`config.mk`:
```
export PLATFORM = sky130hd
export DESIGN_NAME = hm_scan_ctrl
export DESIGN_NICKNAME = d
export VERILOG_FILES = /design/src/rtl/hm_scan_ctrl.sv
export SDC_FILE = /design/constraint.sdc
export NUM_CORES = 1
export LEC_CHECK = 0
export ABC_AREA = 0
export ABC_CLOCK_PERIOD_IN_PS = 4250
export BUFFER_PORTS_ARGS = -buffer_cell sky130_fd_sc_hd__buf_2
export CORE_MARGIN = 2
export CORE_UTILIZATION = 53
export CTS_CLUSTER_DIAMETER = 100
export CTS_CLUSTER_SIZE = 14
export DETAILED_ROUTE_END_ITERATION = 10
export PLACE_DENSITY = 0.83
export SLEW_MARGIN = 30
export SYNTH_ARGS = -nofsm -noshare
export SYNTH_HDL_FRONTEND = slang
export SYNTH_SLANG_ARGS = --single-unit
```
`constraint.sdc`:
```
create_clock -name sys_clk -period 4.25 [get_ports sys_clk]
set_input_delay 0.2125 -clock sys_clk [delete_from_list [all_inputs] [get_ports sys_clk]]
set_output_delay 0.2125 -clock sys_clk [all_outputs]
set_load 0.01 [all_outputs]
```
`src/rtl/hm_scan_ctrl.sv`:
```
`timescale 1ns/1ps
// Host-memory page scan sequencer: issues one fetch per 4 KiB page with bounded retries,
// then hands each fetched page to a consumer over valid/ready before the next fetch.
module hm_scan_ctrl #(
    parameter int unsigned PFN_W  = 52,
    parameter int unsigned CNT_W  = 16,
    parameter int unsigned RTY_W  = 4,
    parameter int unsigned WDOG_W = 20
) (
    input  logic             sys_clk,
    input  logic             sys_rst,
    input  logic [PFN_W-1:0] cfg_base,
    input  logic [CNT_W-1:0] cfg_count,
    input  logic [RTY_W-1:0] cfg_retries,
    input  logic [CNT_W-1:0] cfg_gap,
    input  logic             ctl_start,
    input  logic             ctl_abort,
    output logic             hm_start,
    output logic [63:0]      hm_addr,
    input  logic             hm_end,
    input  logic             hm_tx_timeout,
    input  logic             hm_rx_timeout,
    output logic             page_valid,
    input  logic             page_ready,
    output logic [CNT_W-1:0] page_idx,
    output logic             busy,
    output logic             scan_done,
    output logic             scan_error,
    output logic [15:0]      stat_retries,
    output logic [15:0]      stat_fails
);
    localparam int unsigned ADDR_W = 64;
    localparam int unsigned STAT_W = 16;

    typedef enum logic [2:0] {
        S_IDLE    = 3'd0,
        S_ISSUE   = 3'd1,
        S_WAIT    = 3'd2,
        S_DELIVER = 3'd3,
        S_GAP     = 3'd4
    } state_t;

    state_t              r_state, w_state;
    logic [PFN_W-1:0]    r_base, w_base;
    logic [CNT_W-1:0]    r_count, w_count;
    logic [RTY_W-1:0]    r_retries, w_retries;
    logic [CNT_W-1:0]    r_gap, w_gap;
    logic [CNT_W-1:0]    r_idx, w_idx;
    logic [RTY_W-1:0]    r_tries, w_tries;
    logic [WDOG_W-1:0]   r_wdog, w_wdog;
    logic [CNT_W-1:0]    r_gap_cnt, w_gap_cnt;
    logic [ADDR_W-1:0]   r_addr, w_addr;
    logic                r_hm_start, w_hm_start;
    logic                r_page_valid, w_page_valid;
    logic                r_busy, w_busy;
    logic                r_scan_done, w_scan_done;
    logic                r_scan_error, w_scan_error;
    logic [STAT_W-1:0]   r_stat_retries, w_stat_retries;
    logic [STAT_W-1:0]   r_stat_fails, w_stat_fails;
    logic                w_fail;
    logic                w_advance;
    logic [CNT_W-1:0]    w_gap_load;

    function automatic logic [STAT_W-1:0] sat_inc(input logic [STAT_W-1:0] v);
        return (v == {STAT_W{1'b1}}) ? v : v + STAT_W'(1);
    endfunction

    // State register
    always_ff @(posedge sys_clk) begin
        if (sys_rst) r_state <= S_IDLE;
        else         r_state <= w_state;
    end

    // Next-state and next-output logic
    always_comb begin
        w_state        = r_state;
        w_base         = r_base;
        w_count        = r_count;
        w_retries      = r_retries;
        w_gap          = r_gap;
        w_idx          = r_idx;
        w_tries        = r_tries;
        w_wdog         = r_wdog;
        w_gap_cnt      = r_gap_cnt;
        w_addr         = r_addr;
        w_hm_start     = 1'b0;
        w_page_valid   = r_page_valid;
        w_busy         = r_busy;
        w_scan_done    = 1'b0;
        w_scan_error   = 1'b0;
        w_stat_retries = r_stat_retries;
        w_stat_fails   = r_stat_fails;
        w_advance      = 1'b0;
        w_fail         = hm_tx_timeout | hm_rx_timeout | (r_wdog == {WDOG_W{1'b1}});
        // A gap of 0 still spends one cycle in GAP
        w_gap_load     = (r_gap == '0) ? '0 : r_gap - CNT_W'(1);

        case (r_state)
            S_IDLE: begin
                if (ctl_start) begin
                    w_base         = cfg_base;
                    w_count        = cfg_count;
                    w_retries      = cfg_retries;
                    w_gap          = cfg_gap;
                    w_idx          = '0;
                    w_tries        = '0;
                    w_stat_retries = '0;
                    w_stat_fails   = '0;
                    if (cfg_count == '0) begin
                        w_scan_done = 1'b1;
                    end else begin
                        w_state    = S_ISSUE;
                        w_busy     = 1'b1;
                        w_hm_start = 1'b1;
                        w_addr     = ADDR_W'({cfg_base, 12'h000});
                    end
                end
            end
            S_ISSUE: begin
                w_state = S_WAIT;
                w_wdog  = '0;
            end
            S_WAIT: begin
                if (hm_end) begin
                    w_state      = S_DELIVER;
                    w_page_valid = 1'b1;
                end else if (w_fail) begin
                    if (r_tries < r_retries) begin
                        w_tries        = r_tries + RTY_W'(1);
                        w_stat_retries = sat_inc(r_stat_retries);
                        w_state        = S_GAP;
                        w_gap_cnt      = w_gap_load;
                    end else begin
                        w_stat_fails = sat_inc(r_stat_fails);
                        w_advance    = 1'b1;
                    end
                end else begin
                    w_wdog = r_wdog + WDOG_W'(1);
                end
            end
            S_DELIVER: begin
                if (page_ready) begin
                    w_page_valid = 1'b0;
                    w_advance    = 1'b1;
                end
            end
            S_GAP: begin
                if (r_gap_cnt == '0) begin
                    w_state    = S_ISSUE;
                    w_hm_start = 1'b1;
                    w_addr     = ADDR_W'({r_base + PFN_W'(r_idx), 12'h000});
                end else begin
                    w_gap_cnt = r_gap_cnt - CNT_W'(1);
                end
            end
            default: w_state = S_IDLE;
        endcase

        // Page finished (delivered or skipped): next page or end of scan
        if (w_advance) begin
            w_tries = '0;
            if (r_idx == r_count - CNT_W'(1)) begin
                w_state      = S_IDLE;
                w_busy       = 1'b0;
                w_scan_done  = 1'b1;
                w_scan_error = (w_stat_fails != '0);
            end else begin
                w_idx     = r_idx + CNT_W'(1);
                w_state   = S_GAP;
                w_gap_cnt = w_gap_load;
            end
        end

        // Abort overrides any same-cycle progress
        if (ctl_abort && (r_state != S_IDLE)) begin
            w_state        = S_IDLE;
            w_busy         = 1'b0;
            w_page_valid   = 1'b0;
            w_hm_start     = 1'b0;
            w_scan_done    = 1'b1;
            w_scan_error   = 1'b1;
            w_idx          = r_idx;
            w_tries        = r_tries;
            w_stat_retries = r_stat_retries;
            w_stat_fails   = r_stat_fails;
        end
    end

    // Datapath and output registers
    always_ff @(posedge sys_clk) begin
        if (sys_rst) begin
            r_base         <= '0;
            r_count        <= '0;
            r_retries      <= '0;
            r_gap          <= '0;
            r_idx          <= '0;
            r_tries        <= '0;
            r_wdog         <= '0;
            r_gap_cnt      <= '0;
            r_addr         <= '0;
            r_hm_start     <= 1'b0;
            r_page_valid   <= 1'b0;
            r_busy         <= 1'b0;
            r_scan_done    <= 1'b0;
            r_scan_error   <= 1'b0;
            r_stat_retries <= '0;
            r_stat_fails   <= '0;
        end else begin
            r_base         <= w_base;
            r_count        <= w_count;
            r_retries      <= w_retries;
            r_gap          <= w_gap;
            r_idx          <= w_idx;
            r_tries        <= w_tries;
            r_wdog         <= w_wdog;
            r_gap_cnt      <= w_gap_cnt;
            r_addr         <= w_addr;
            r_hm_start     <= w_hm_start;
            r_page_valid   <= w_page_valid;
            r_busy         <= w_busy;
            r_scan_done    <= w_scan_done;
            r_scan_error   <= w_scan_error;
            r_stat_retries <= w_stat_retries;
            r_stat_fails   <= w_stat_fails;
        end
    end

    assign hm_start     = r_hm_start;
    assign hm_addr      = r_addr;
    assign page_valid   = r_page_valid;
    assign page_idx     = r_idx;
    assign busy         = r_busy;
    assign scan_done    = r_scan_done;
    assign scan_error   = r_scan_error;
    assign stat_retries = r_stat_retries;
    assign stat_fails   = r_stat_fails;

endmodule

```
; After elaboration in Yosys (flattened, before gate mapping)
; Index checks and enable logic that the tools add are counted.
[classes]
add_sub_neg = 9
mul = 0
div = 0
n_lt_le_gt_ge = 1
eq_ne = 27
shift = 0
muxes = 72
bitwise_logic = 3
reduce_logical = 20
[op_table]
columns = op, n
row1 = $mux W16, 21
row2 = $mux W64, 3
row3 = $pmux W64 S2, 1
row4 = $pmux W16 S2, 3
row5 = $add A52 B16 Y52, 1
row6 = $add A16 B1 Y16 const B, 3
row7 = $logic_not A16 Y1, 3
row8 = $sub A16 B1 Y16 const B, 3
row9 = $mux W20, 2
row10 = $pmux W20 S2, 1
row11 = $eq A16 B16 Y1 const B, 2
row12 = $mux W3, 8
row13 = $mux W1, 23
row14 = $ne A2 B2 Y1 const B, 11
row15 = $add A20 B1 Y20 const B, 1
row16 = $eq A20 B20 Y1 const B, 1
row17 = $mux W4, 5
row18 = $ne A3 B3 Y1 const B, 6
row19 = $eq A16 B16 Y1, 1
row20 = $reduce_bool A16 Y1, 1
row21 = $pmux W3 S5, 1
row22 = $reduce_and A6 Y1, 2
row23 = $ne A4 B4 Y1 const B, 2
row24 = $pmux W4 S2, 1
row25 = 17 further kinds, 26
[word_totals]
ff_bits = 248
latch_bits = 0
mem_bits_rw = 0
rom_bits = 0
inputBits = 96
wordCells = 149
mem_count = 0

; Logic depth before layout (Yosys ltp)
; Gate-level depths: netlist of the first run.
[logic_depth]
word_depth = 10
mapped_depth = 13
depth_no_buf = 12

; Worst setup path after synthesis of the first run
; Ideal clock, no wire load.
[synth_timing]
path_kind = register -> register
from = register r_idx[0], in the netlist page_idx[0]
to = register r_addr[44], in the netlist hm_addr[44]
setup_ns = 0.083
arrival_ns = 2.976
required_time_ns = 4.167
setup_slack_ns = 1.191
stages_incl_launch_ff = 14
path_buffers = 1
synth_period_minus_slack_ns = 3.059
cell_sequence = dfxtp_1 ha_1 inv_1 fa_1 nor2b_1 o21a_1 o21ai_0 a21oi_1 a31oi_1 o21ai_0 clkbuf_1 nand4_1 xor2_1 o221ai_1
[synth_between]
elab_chain_cells = 3
[synth_lines]
columns = element, line_no
row1 = "start, declared", 48  ; logic [CNT_W-1:0] r_idx, w_idx;
row2 = "start signal, assigned", 213  ; r_idx <= w_idx;
row3 = $add A52 B16 Y52, 151  ; w_addr = ADDR_W'({r_base + PFN_W'(r_idx), 12'h000});
row4 = $mux W64, 148  ; if (r_gap_cnt == '0) begin
row5 = $pmux W64 S2, 98  ; case (r_state)
row6 = "end signal, assigned", 217  ; r_addr <= w_addr;
row7 = "end, declared", 52  ; logic [ADDR_W-1:0] r_addr, w_addr;
; No other way between the ends. The select of a mux whose other input is x is not followed.
; A chain may end at the register's enable or synchronous reset.

; Final worst setup path of the first run
[layout_timing]
from = register r_count[0]
to = register r_gap_cnt[4]
[layout_between]
elab_chain_cells = 4
[layout_lines]
columns = element, line_no
row1 = "start, declared", 45  ; logic [CNT_W-1:0] r_count, w_count;
row2 = "start signal, assigned", 210  ; r_count <= w_count;
row3 = $sub A16 B1 Y16, 162  ; if (r_idx == r_count - CNT_W'(1)) begin
row4 = $eq A16 B16 Y1, 162
row5 = $mux W16, 162
row6 = $mux W16, 160  ; if (w_advance) begin
row7 = "end signal, assigned", 216  ; r_gap_cnt <= w_gap_cnt;
row8 = "end, declared", 51  ; logic [CNT_W-1:0] r_gap_cnt, w_gap_cnt;
; No other way between the ends.

==> results of run 1 <==
-- stage by stage --
step / hold slack [ns] / area, µm²
3_5_place_dp: 0.449 / 14100
3_3_place_gp: 0.444 / 14100
5_1_grt: 0.113 / 15500
4_1_cts: 0.0964 / 15500
2_1_floorplan: 0.348 / 13000
6_report: 0.107 / 15500
-- logic make-up (layout without fill, tap and decap cells) --
family | Yosys count | after routing | synth area share
AO/OA/AOI/OAI | 437 | 437 | 0.206
buffers and inverters | 154 | 371 | 0.0497
adder cells (fa/ha/maj) | 29 | 29 | 0.0287
flip-flops | 236 | 236 | 0.366
AND/OR/NAND/NOR | 728 | 728 | 0.267
XOR/XNOR | 103 | 103 | 0.0698
multiplexers | 16 | 16 | 0.0130
other | 1 | 13 | 0.000290
-- synth_stat cells, types with 28 or more instances --
cell type | n | area share
nand2_1 | 281 | 0.082
dfxtp_1 | 236 | 0.37
a21oi_1 | 194 | 0.075
nor2_1 | 152 | 0.044
clkbuf_1 | 86 | 0.025
nand3_1 | 77 | 0.030
o21ai_0 | 69 | 0.027
xnor2_1 | 52 | 0.035
xor2_1 | 51 | 0.035
inv_1 | 40 | 0.012
nand4_1 | 38 | 0.018
and3_1 | 33 | 0.016
ha_1 | 28 | 0.027
-- critical path, delay by kind of cell (launching register included) --
| kind | cells | cell delay [ns] |
|---|---|---|
| AO/OA/AOI/OAI | 3 | 1.23 |
| adder cells (fa/ha/maj) | 1 | 0.21 |
| flip-flops | 1 | 0.35 |
| AND/OR/NAND/NOR | 4 | 1.39 |
| buffers and inverters | 1 | 0.07 |
| XOR/XNOR | 1 | 0.17 |
-- area by class of cell --
cell class,instances,area (µm²)
repair buffers,309,2040
fillers,2017,8610
multi-input cells,1325,7630
clock buffers,22,539
well taps,324,405
inverters,40,150
flip-flops and latches,236,4720
diodes,1,2.50
-- worst max-delay path by stage --
stage                                    end  slack, ns  cells past startpoint
finish               r_gap_cnt[4]$_SDFF_PP0_       0.68                     10
CTS                 r_gap_cnt[12]$_SDFF_PP0_       0.74                     10
floorplan           hm_addr[44]$_SDFFE_PP0P_       1.19                     13
global route         r_gap_cnt[4]$_SDFF_PP0_       0.47                     10
detailed placement   r_gap_cnt[4]$_SDFF_PP0_       0.75                     10
global placement     r_gap_cnt[7]$_SDFF_PP0_       0.82                     11
-- registers in the layout, summed over array words and instances, names as in the netlist --
register	cells
busy	1
hm_addr	52
hm_start	1
page_idx	16
page_valid	1
r_base	52
r_count	16
r_gap	16
r_gap_cnt	16
r_retries	4
r_state	3
r_tries	4
r_wdog	20
scan_done	1
scan_error	1
stat_fails	16
stat_retries	16
-- power breakdown --
group	switching, mW	internal (mW)	leakage [nW]
registers	0.306	2.51	1.93
clock network	0.807	0.889	0.266
logic	1.48	0.860	3.95
-- placed cells by master, fill, tap and decap left out, types with 6 or more instances in the layout --
cell           synthesis  layout
a211oi_1              27      27
a21o_1                 7       7
a21oi_1              194     194
a22oi_1                9       9
a311oi_1               7       7
a31oi_1               18      18
and2_1                15      14
and3_1                33      33
and4_1                14      14
buf_2                  9     199
buf_4                 14      22
clkbuf_16              0      21
conb_1                 1      12
dfxtp_1              236     236
dlygate4sd3_1          0      88
ha_1                  28      28
inv_1                 40      40
mux2_2                 6       6
mux2i_1               10      10
nand2_1              281     279
nand2b_1               9       9
nand3_1               77      77
nand4_1               38      38
nor2_1               152     151
nor2b_1                8       8
nor3_1                24      24
nor4_1                22      22
o211ai_1               7       7
o21a_1                 7       7
o21ai_0               69      69
o221ai_1              10      10
o22ai_1               25      25
or3_1                 18      18
or4_1                 12      12
xnor2_1               52      52
xor2_1                51      51
-- routing by layer --
metal	wire, µm	global-route usage	vias to the layer above
met5	0	0	-
met4	1500	0.124	0
met3	3570	0.0540	136
met2	18500	0.497	703
met1	15900	0.384	6451
li1	-	-	6492
-- what timing repair did --
item	in CTS	in global routing
endpoints found under the setup margin	0	0
endpoints found under the hold margin	94	0
hold buffers	88	0
==> run metrics, run 1 <==
PwrDens=442 nW/µm²; Avg WL per Cell=17.5 µm; CTS tree=done; Final Critical Period=3.57 ns; Worst-path clk slew=0.08 ns; Synth-to-Final Area Change=19.9%; H-tree depth=1; total grt overflow=0; run status=complete, no violations; worst r2r path cells=10; pre-CTS WS=0.750 ns; Die X=160 µm; Max-slew headroom=0.415; Primary FF master, synth=dfxtp_1; worst hold path type=in -> reg; reg2reg start=r_count[0]$_SDFFE_PP0P_; CP arrival=3.93 ns; Synth Warn #=0; actual slew at the worst max-slew pin=0.871 ns; Routed Wire Length=39500 µm; full die area=25700 µm²; row cnt=57; largest net degree at the start of global routing=69; Pre-antenna DRT Iters=8; hold path startpoint=sys_rst; Cells after Synth=1704; Core Area=24100 µm²; Layout Cells excl Fill=2257; Top Ports=213; crit path max-delay cell type=o21ai_1; Initial DRC Count=1419; PortBufs=200; routed via count=13782; #FFs+latches synth=236; Initial Util=0.536; maximum VDD drop=0.000272 V; CP max FO=14; fmax=280 MHz; final worst-path cycle share=0.840; R2R Setup Slk=0.68 ns; Pleak=6.14 nW; Hold Path Cell Cnt=2; CTS Buffer Depth=3; Final Wtd Congestion=0.937; placed instance count=2146; DR vias/cell=6.11; Post-synth EDFFs=0; worst setup path startpoint=r_count[0]$_SDFFE_PP0P_; # nets final=2057; CP peak stage delay=0.75 ns; clk_lat worst skew=0.51 ns; skew final=0.0172 ns; post-CTS setup buffer count=0; Finished Core Util=0.643; Setup TNS=0 ns; Setup crit end kind=flip-flop; setup slack after layout=0.681 ns; post-synthesis sequential area ratio=0.366; reg-to-reg endpoint=r_gap_cnt[4]$_SDFF_PP0_; Hold Fails Final Rpt=0; Unique masters post-synth=76; critical path type=reg -> reg; required time of the critical path=4.61 ns; DRT antenna net count=0; Sink Count=236; Synth Area per Inst=7.59 µm²; DRC Markers=0; async set-reset flop share out of synthesis=0; layout cells sized above 1=0.141; fin. max-slew vios=0; Post-DP HPWL=26300 µm; die height=160 µm; CP Cell Sequence=inv_1 -> ha_1 -> or4b_1 -> nor4_1 -> xnor2_1 -> nand3_1 -> nor4_1 -> a21oi_2 -> o21ai_1 -> o22ai_1; Max-Cap Viols=0; total CTS buffers=20; CP startpoint kind=flip-flop; first-pass GRT wire length=64500 µm; CP most frequent cell=nor4_1; initial antenna violation count=1; total track usage=0.299; unrepaired setup endpoints after global routing=no; CTS Root Cell=clkbuf_16; Total Power=6.85 mW; Final Setup Violations=0; Post-Syn Area=12900 µm²; post_cts resized=0; hold path endpoint=stat_fails[6]$_SDFFE_PP0N_; number of global-route vias before repair=13133
Note: power is estimated with default switching activity, not from simulation.
==> run 2, diff against run 1 <==
Settings changed: ABC_CLOCK_PERIOD_IN_PS 4250 to 3300.
Clock period 4.25 ns to 3.3 ns, I/O delays scaled along.
==> run metrics, run 2 (synthesis gave the netlist of run 1 again) <==
Worst-path clk slew=0.07 ns (about the same); worst hold path type=in -> reg; total track usage=0.295 (-0.00424); hold slack=0.0974 ns (-0.00960 ns); maximum VDD drop=0.000440 V (+62%); Setup TNS=0 ns (unchanged); R2R Setup Slk=0.19 ns (-0.49 ns); Final Critical Period=3.11 ns (-0.457 ns); CTS Buffer Depth=3 (unchanged); multi-input logic area=7670 µm² (+0.51%); full die area=25700 µm² (unchanged); Hold Fails Final Rpt=0 (unchanged); layout cells sized above 1=0.154 (+0.0134); Initial Util=0.536 (unchanged); number of global-route vias before repair=12969 (-1.2%); met2 routed WL=18000 µm (-2.8%); CP max FO=15 (+1); DR vias/cell=5.99 (-1.9%); CTS tree=done; # nets final=2084 (+1.3%); run status=complete, no violations; Avg WL per Cell=17.2 µm (-1.9%); Max-slew headroom=0.357 (-0.0584); DR WL met3=3610 µm (+1.1%); DRC Markers=0 (unchanged); routed via count=13679 (-0.75%); Metal-1 WL=16100 µm (+1.1%); critical path type=reg -> reg; Setup crit end kind=flip-flop; CTS Root Cell=clkbuf_16; setup slack after layout=0.188 ns (-0.493 ns); final worst-path cycle share=0.943 (+0.103); Final Wtd Congestion=0.911 (-2.7%); Synth-to-Final Area Change=22.0%; row cnt=57 (unchanged); Initial DRC Count=1433 (+0.99%); initial antenna violation count=1 (unchanged); required time of the critical path=3.72 ns (-0.89 ns); Post-DP HPWL=26600 µm (+1.3%); Routed Wire Length=39200 µm (-0.72%); first-pass GRT wire length=63400 µm (-1.8%); clk_lat worst skew=0.51 ns (about the same); Top Layer Used=met4; CP arrival=3.53 ns (-0.40 ns); Top Ports=213 (unchanged); H-tree depth=1 (unchanged); Pleak=6.30 nW (+2.6%); most frequent cells in the layout=nand2_1 (279), dfxtp_1 (235), buf_2 (199); fin. max-slew vios=0 (unchanged); largest net degree at the start of global routing=105 (+52%); Die X=160 µm (unchanged); total grt overflow=0 (unchanged); # fillers=1997 (-0.99%); DRT antenna net count=0 (unchanged); Core Area=24100 µm² (unchanged); actual slew at the worst max-slew pin=0.959 ns (+0.0877 ns); pre-CTS WS=0.00865 ns (-0.741 ns); most common cell after layout, fill and taps aside=nand2_1; skew final=0.0136 ns (-0.00360 ns); PortBufs=200 (unchanged); Final Setup Violations=0 (unchanged); CP startpoint kind=flip-flop; total CTS buffers=20 (unchanged); PwrDens=570 nW/µm² (+29%); Pre-antenna DRT Iters=5 (-3); post-route cell area=15800 µm² (+1.8%); Placed Area=14300 µm² (+1.4%); Seq. cell area=4730 µm² (about the same); fmax=321 MHz (+15%); Max-Cap Viols=0 (unchanged); Sink Count=236 (unchanged); die height=160 µm (unchanged)
## run 2: area by class of cell
type	count	share of cell area
multi-input combinational	1326	0.486
sequential	236	0.300
timing repair buffer	335	0.145
clock buffer	22	0.0342
tap	324	0.0257
inverter	40	0.00952
antenna	1	0.000159
## run 2: path summary, 6_finish.rpt
check,end,cells past startpoint,from
min,page_valid$_SDFFE_PP0P_,3,hm_end
max,page_idx[3]$_SDFFE_PP0N_,11,r_count[0]$_SDFFE_PP0P_
max reg2reg,page_idx[3]$_SDFFE_PP0N_,11,r_count[0]$_SDFFE_PP0P_
min reg2reg,hm_addr[13]$_SDFFE_PP0P_,2,hm_addr[13]$_SDFFE_PP0P_
## run 2: what timing repair did
item	4_1_cts	5_1_grt
gates resized for setup	0	8
setup endpoints to repair	0	31
hold endpoints to repair	118	0
buffers inserted	0	3
hold buffers	89	0
## run 2: worst max-delay path, stage by stage (launching register included)
cell and delay (ns):
dfxtp_1 0.35, inv_1 0.07, ha_1 0.22, or4b_4 0.53
or4_1 0.52, o311ai_1 0.09, a31oi_1 0.08, a211oi_2 0.26
a21oi_4 0.20, o21ai_4 0.28, nand2_2 0.17, o22ai_1 0.24
## run 2: layer usage
| metal | global-route usage | vias up |
|---|---|---|
| li1 | - | 6551 |
| met1 | 0.389 | 6339 |
| met2 | 0.473 | 659 |
| met3 | 0.0519 | 130 |
| met4 | 0.131 | 0 |
| met5 | 0 | - |
## run 2: where the power goes
group / internal (mW) / switching, mW
Clock: 1.14 / 1.03
Combinational: 1.22 / 1.96
Sequential: 3.23 / 0.389
## run 2: stage by stage
step | utilization | total power [mW] | instances
2_1_floorplan | - | 5.67 | 1715
3_3_place_gp | 0.592 | 6.55 | 2168
3_5_place_dp | 0.592 | 6.62 | 2168
4_1_cts | 0.651 | 8.88 | 2279
5_1_grt | 0.654 | 9.48 | 2284
6_report | 0.654 | 8.99 | 2284
